`config.mk`:
```
export PLATFORM = sky130hd
export DESIGN_NAME = dmem_port_arbiter
export DESIGN_NICKNAME = d
export VERILOG_FILES = /design/src/rtl/dmem_port_arbiter.sv
export SDC_FILE = /design/constraint.sdc
export NUM_CORES = 1
export LEC_CHECK = 0
export BUFFER_PORTS_ARGS = -buffer_cell sky130_fd_sc_hd__buf_2
export CAP_MARGIN = 20
export CORE_AREA = 2 2 93 95
export DETAILED_ROUTE_END_ITERATION = 8
export DIE_AREA = 0 0 95 97
export SLEW_MARGIN = 20
export SYNTH_ARGS = -nofsm -noshare
export SYNTH_HDL_FRONTEND = slang
export SYNTH_SLANG_ARGS = --single-unit
```
`constraint.sdc`:
```
create_clock -name clk -period 1.8 [get_ports clk]
set_input_delay 0.27 -clock clk [delete_from_list [all_inputs] [get_ports clk]]
set_output_delay 0.27 -clock clk [all_outputs]
set_load 0.02 [all_outputs]
```
`src/rtl/dmem_port_arbiter.sv`:
```
// Data-memory port controller: CPU/debug arbitration, store byte lanes, load alignment.
// Debug port, starve counter and DBG_LD state exist only with DMEM_PORT_ARBITER_DEBUG_EN.
module dmem_port_arbiter #(
  parameter int unsigned ADDR_W     = 12,
  parameter int unsigned STARVE_MAX = 4
) (
  input  logic              clk,
  input  logic              reset_n,
  input  logic              cpu_req,
  input  logic              cpu_we,
  input  logic [1:0]        cpu_size,
  input  logic              cpu_unsigned,
  input  logic [ADDR_W-1:0] cpu_addr,
  input  logic [31:0]       cpu_wdata,
  input  logic              cpu_halt,
  output logic              cpu_stall,
  output logic [31:0]       cpu_rdata,
  output logic              cpu_misalign,
  input  logic              dbg_valid,
  output logic              dbg_ready,
  input  logic              dbg_we,
  input  logic [ADDR_W-3:0] dbg_addr,
  input  logic [31:0]       dbg_wdata,
  output logic              dbg_rvalid,
  output logic [31:0]       dbg_rdata,
  output logic              mem_en,
  output logic [3:0]        mem_we,
  output logic [ADDR_W-3:0] mem_addr,
  output logic [31:0]       mem_wdata,
  input  logic [31:0]       mem_rdata
);

  typedef enum logic [1:0] {StIdle, StCpuLd, StDbgLd} state_e;

  state_e      state_q, state_d;
  logic [1:0]  ld_size_q, ld_size_d;
  logic        ld_uns_q, ld_uns_d;
  logic [1:0]  ld_off_q, ld_off_d;
  logic        ld_mis_q, ld_mis_d;

  logic        dbg_win, cpu_win, cpu_mis;
  logic [1:0]  size_eff;
  logic [3:0]  store_be;
  logic [31:0] store_data;
  logic [7:0]  lane_b;
  logic [15:0] lane_h;

  assign size_eff = (cpu_size == 2'b11) ? 2'b10 : cpu_size;
  assign cpu_mis  = ((size_eff == 2'b01) && cpu_addr[0]) ||
                    ((size_eff == 2'b10) && (cpu_addr[1:0] != 2'b00));

  // Wins are gated by reset_n so every output reads 0 while reset is held.
`ifdef DMEM_PORT_ARBITER_DEBUG_EN
  localparam int unsigned CntW = (STARVE_MAX < 1) ? 1 : $clog2(STARVE_MAX + 1);

  logic [CntW-1:0] starve_q, starve_d;
  logic            starved;

  assign starved = (starve_q == CntW'(STARVE_MAX));
  assign dbg_win = reset_n && (state_q == StIdle) && dbg_valid &&
                   (cpu_halt || !cpu_req || starved);

  always_comb begin
    starve_d = starve_q;
    if (dbg_valid && dbg_ready) begin
      starve_d = '0;
    end else if (dbg_valid && !starved) begin
      starve_d = starve_q + 1'b1;
    end
  end

  always_ff @(posedge clk or negedge reset_n) begin
    if (!reset_n) begin
      starve_q <= '0;
    end else begin
      starve_q <= starve_d;
    end
  end
`else
  logic unused_dbg;
  assign unused_dbg = ^{dbg_valid, dbg_we, dbg_addr, dbg_wdata};
  assign dbg_win    = 1'b0;
`endif

  assign cpu_win = reset_n && (state_q == StIdle) && !dbg_win && cpu_req && !cpu_halt;

  always_comb begin
    unique case (size_eff)
      2'b00: begin
        store_be   = 4'b0001 << cpu_addr[1:0];
        store_data = {4{cpu_wdata[7:0]}};
      end
      2'b01: begin
        store_be   = cpu_addr[1] ? 4'b1100 : 4'b0011;
        store_data = {2{cpu_wdata[15:0]}};
      end
      default: begin
        store_be   = 4'b1111;
        store_data = cpu_wdata;
      end
    endcase
  end

  assign lane_b = mem_rdata[{ld_off_q, 3'b000} +: 8];
  assign lane_h = mem_rdata[{ld_off_q[1], 4'b0000} +: 16];

  always_ff @(posedge clk or negedge reset_n) begin
    if (!reset_n) begin
      state_q   <= StIdle;
      ld_size_q <= 2'b00;
      ld_uns_q  <= 1'b0;
      ld_off_q  <= 2'b00;
      ld_mis_q  <= 1'b0;
    end else begin
      state_q   <= state_d;
      ld_size_q <= ld_size_d;
      ld_uns_q  <= ld_uns_d;
      ld_off_q  <= ld_off_d;
      ld_mis_q  <= ld_mis_d;
    end
  end

  always_comb begin
    state_d   = state_q;
    ld_size_d = ld_size_q;
    ld_uns_d  = ld_uns_q;
    ld_off_d  = ld_off_q;
    ld_mis_d  = ld_mis_q;
    unique case (state_q)
      StIdle: begin
`ifdef DMEM_PORT_ARBITER_DEBUG_EN
        if (dbg_win && !dbg_we) begin
          state_d = StDbgLd;
        end
`endif
        // A misaligned load still passes through CPU_LD, returning 0.
        if (cpu_win && !cpu_we) begin
          state_d   = StCpuLd;
          ld_size_d = size_eff;
          ld_uns_d  = cpu_unsigned;
          ld_off_d  = cpu_addr[1:0];
          ld_mis_d  = cpu_mis;
        end
      end
      default: state_d = StIdle;
    endcase
  end

  always_comb begin
    cpu_stall    = 1'b0;
    cpu_rdata    = '0;
    cpu_misalign = 1'b0;
    dbg_ready    = 1'b0;
    dbg_rvalid   = 1'b0;
    dbg_rdata    = '0;
    mem_en       = 1'b0;
    mem_we       = 4'b0000;
    mem_addr     = '0;
    mem_wdata    = '0;
    unique case (state_q)
      StIdle: begin
`ifdef DMEM_PORT_ARBITER_DEBUG_EN
        if (dbg_win) begin
          dbg_ready = 1'b1;
          mem_en    = 1'b1;
          mem_addr  = dbg_addr;
          cpu_stall = cpu_req;
          if (dbg_we) begin
            mem_we    = 4'b1111;
            mem_wdata = dbg_wdata;
          end
        end
`endif
        if (cpu_win) begin
          if (cpu_mis) begin
            cpu_misalign = 1'b1;
          end else begin
            mem_en   = 1'b1;
            mem_addr = cpu_addr[ADDR_W-1:2];
            if (cpu_we) begin
              mem_we    = store_be;
              mem_wdata = store_data;
            end else begin
              cpu_stall = 1'b1;
            end
          end
        end
      end
      StCpuLd: begin
        if (!ld_mis_q) begin
          unique case (ld_size_q)
            2'b00:   cpu_rdata = {{24{!ld_uns_q && lane_b[7]}}, lane_b};
            2'b01:   cpu_rdata = {{16{!ld_uns_q && lane_h[15]}}, lane_h};
            default: cpu_rdata = mem_rdata;
          endcase
        end
      end
`ifdef DMEM_PORT_ARBITER_DEBUG_EN
      StDbgLd: begin
        dbg_rvalid = 1'b1;
        dbg_rdata  = mem_rdata;
        cpu_stall  = cpu_req;
      end
`endif
      default: ;
    endcase
  end

endmodule

```
==> impl_metrics.csv <==
group,metric,value,unit
outcome,status,"finished with violations",
outcome,violations,"negative setup slack",
placement,placedCellCount,570,
global_route,antenna_found_initial,0,
setup_path,critical_path_class,"reg -> out",
route,ant_nets,0,
yosys,ys.flop_type,"dfrtp_1",
yosys,ys_warn_count,0,
global_route,grt_use_total,15.5,%
yosys,synth.distinct_cells,33,
setup_path,critPathTopFamily,"simple AND/OR/NAND/NOR gates",
setup_path,critPathArrivalTime,1820,ps
setup_path,critical_path_buf_inv_count,2,
placement,hpwl,6.14,mm
route,routed_via_density,4.55,
setup_path,worstPathMaxFanout,7,
power,p_leak,1.92,nW
yosys,synthTopCellsByCount,"53 x nand2_1, 38 x nor2_1, 34 x buf_4, 33 x a21oi_1, 19 x mux2_2",
yosys,syn_inst,287,
yosys,synth.area.top_cells,"buf_4 13%, mux2_2 11%, nand2_1 11%",
clocking,cts.sinks,7,
clocking,clkSlewWorstSetupHoldPaths,40,ps
placement,place_ws,-166,ps
floorplanning,start_util,23.3,%
yosys,synthSimpleGateAreaFrac,31.1,%
timing,period_minus_slack,2090,ps
timing,slew_violations,0,
timing,postLayoutSetupSlackWorst,-292,ps
floorplanning,die-width,95,µm
yosys,synth_area_per_cell,6.60,µm²
yosys,synth_top_area_share,13.5,%
route,wl_per_cell,13.6,µm
cells_and_area,antenna_cells,0,
cells_and_area,synthToLayoutAreaGrowth,102,%
clocking,cts.htree.levels,1,
setup_path,cp_common_cell,"or2_4",
yosys,synth-compound-area-share,17.3,%
cells_and_area,final_nets,606,
yosys,synth_top_family_by_area,"simple AND/OR/NAND/NOR gates",
route,wl,7.89,mm
placement,placed_area,3100,µm²
hold_path,min_path_type,"in -> reg",
timing,timing.fmax,478,MHz
timing,finalSetupTns,-15220,ps
timing,period_share,116,%
yosys,ys_ff_latch,7,
yosys,synth-edff-count,0,
setup_path,worst_setup_path_start_kind,"flop",
timing,holdWs,283,ps
placement,place.port_buffers,164,
power,power,1.48,mW
floorplanning,rows,33,
clocking,clk_root_buffer_cell,"clkbuf_8",
cells_and_area,ff_latch_area,178,µm²
cells_and_area,fillers,785,
yosys,netlist_area,1890,µm²
setup_path,max_stage_delay,400,ps
yosys,synth.most_common_cell,"nand2_1",
timing,finalSetupViolCount,68,
global_route,grt_pass1_wl,11.6,mm
floorplanning,dieArea,9220,µm²
cells_and_area,final_area,3820,µm²
clocking,clockBufferDepth,2,
route,drc,0,
power,p_per_area,387,nW/µm²
global_route,grt_pass1_vias,2510,
yosys,synth_area_leader_cell,"buf_4",
cells_and_area,stdcell_count,582,
clocking,numCtsBuffers,3,
route,num_vias,2647,
cells_and_area,multi_input_area,1820,µm²
cells_and_area,layout-drive-gt1-share,63.5,%
setup_path,slowest_stage,"dfrtp_1",
timing,finalHoldViolations,0,
floorplanning,die_h,97,µm
power,max-vdd-ir-drop,239,µV
clocking,cts_tree,"done",
clocking,worst_skew_pair.late_latency,220,ps
yosys,synthMuxAreaShare,20.4,%
yosys,async_reset_ff_share,100,%
setup_path,cp_cell_sequence,"nand4bb_4, or2_4, or2_4, buf_12, a21oi_4, buf_6",
global_route,grt_max_degree,20,
route,drt_iter0_drc,60,
route,firstDrtPassIters,6,
yosys,synth_adder_area_share,0,%
placement,gp_congestion,0.785,
timing,fin_worst_skew,0.708,ps
cells_and_area,final_core_util,46.9,%
setup_path,critPathCaptureType,"output pin",
timing,rsz0062_at_grt,"yes",
setup_path,cp.required,1530,ps
floorplanning,core,8130,µm²
flow_run,maxCapViolCount,0,
yosys,synth-xor-area-share,1.39,%
yosys,ys_seq_area_share,9.25,%
floorplanning,pin_count,243,
global_route,overflow,0,
worst register-to-register path, cell delays in order, from the launching register on:
cell	delay [ps]
dfrtp_1	400
nand4bb_4	210
buf_6	140
nor2_1	80
buf_4	170
mux2_2	340
report_power, final:
group	switching (mW)	internal (mW)	total [mW]
Sequential	0.0392	0.192	0.231
Clock	0.0652	0.153	0.218
Combinational	0.552	0.478	1.03
cell usage in the layout (no fill, tap or decap), drive strengths merged:
cell,count
conb,34
and2,18
nor3,6
o22ai,1
inv,4
nand2,53
a31oi,2
mux2,20
nand4bb,1
a21oi,33
nand2b,1
dlygate4sd3,1
dfrtp,7
a2111o,1
nand3b,2
or2,4
a22oi,1
clkbuf,5
nand3,1
buf,206
xnor2,2
xor2,1
nor2,38
mux2i,16
nor3b,1
nor2b,1
o21ai,10
a222oi,7
layer usage:
metal | global-route usage [%] | vias up | wire, µm
li1 | - | 1287 | -
met1 | 16.6 | 1204 | 2840
met2 | 30.9 | 152 | 4270
met3 | 3.50 | 4 | 732
met4 | 1.78 | 0 | 48
met5 | 0 | - | 0
kinds of logic (layout without fill, tap and decap cells):
kind of cell / after synthesis / in the layout
AO/OA/AOI/OAI: 55 / 55
XOR/XNOR: 3 / 3
buffers and inverters: 59 / 216
flip-flops: 7 / 7
multiplexers: 36 / 36
other: 1 / 34
AND/OR/NAND/NOR: 126 / 126
sequential cells by signal, indices dropped and copies added (netlist names):
name       cells
ld_mis_q       1
ld_size_q      2
state_q        1
ld_uns_q       1
ld_off_q       2
final cells by class:
class                   instances  area share, %
clock buffers                   4           1.18
inverters                       4          0.393
multi-input cells             254           47.7
flip-flops and latches          7           4.65
well taps                     105           3.44
repair buffers                208           42.6
worst paths after layout:
path,startpoint,to,slack (ps),depth (start not counted)
min,cpu_unsigned,ld_uns_q,280,2
min in group asynchronous,reset_n,ld_mis_q,540,3
min reg2reg,ld_mis_q,ld_mis_q,530,1
max,state_q[0],mem_wdata[13],-290,6
max in group asynchronous,reset_n,ld_off_q[1],1130,3
max reg2reg,state_q[0],ld_off_q[1],340,5
timing repair:
item,CTS,global route
pin swaps,10,18
setup endpoints to repair,67,78
buffers inserted,2,5
gates resized for setup,140,47
hold buffers,1,0
endpoints found under the hold margin,7,0
gates cloned,0,2
(Power assumes the default switching activity.)
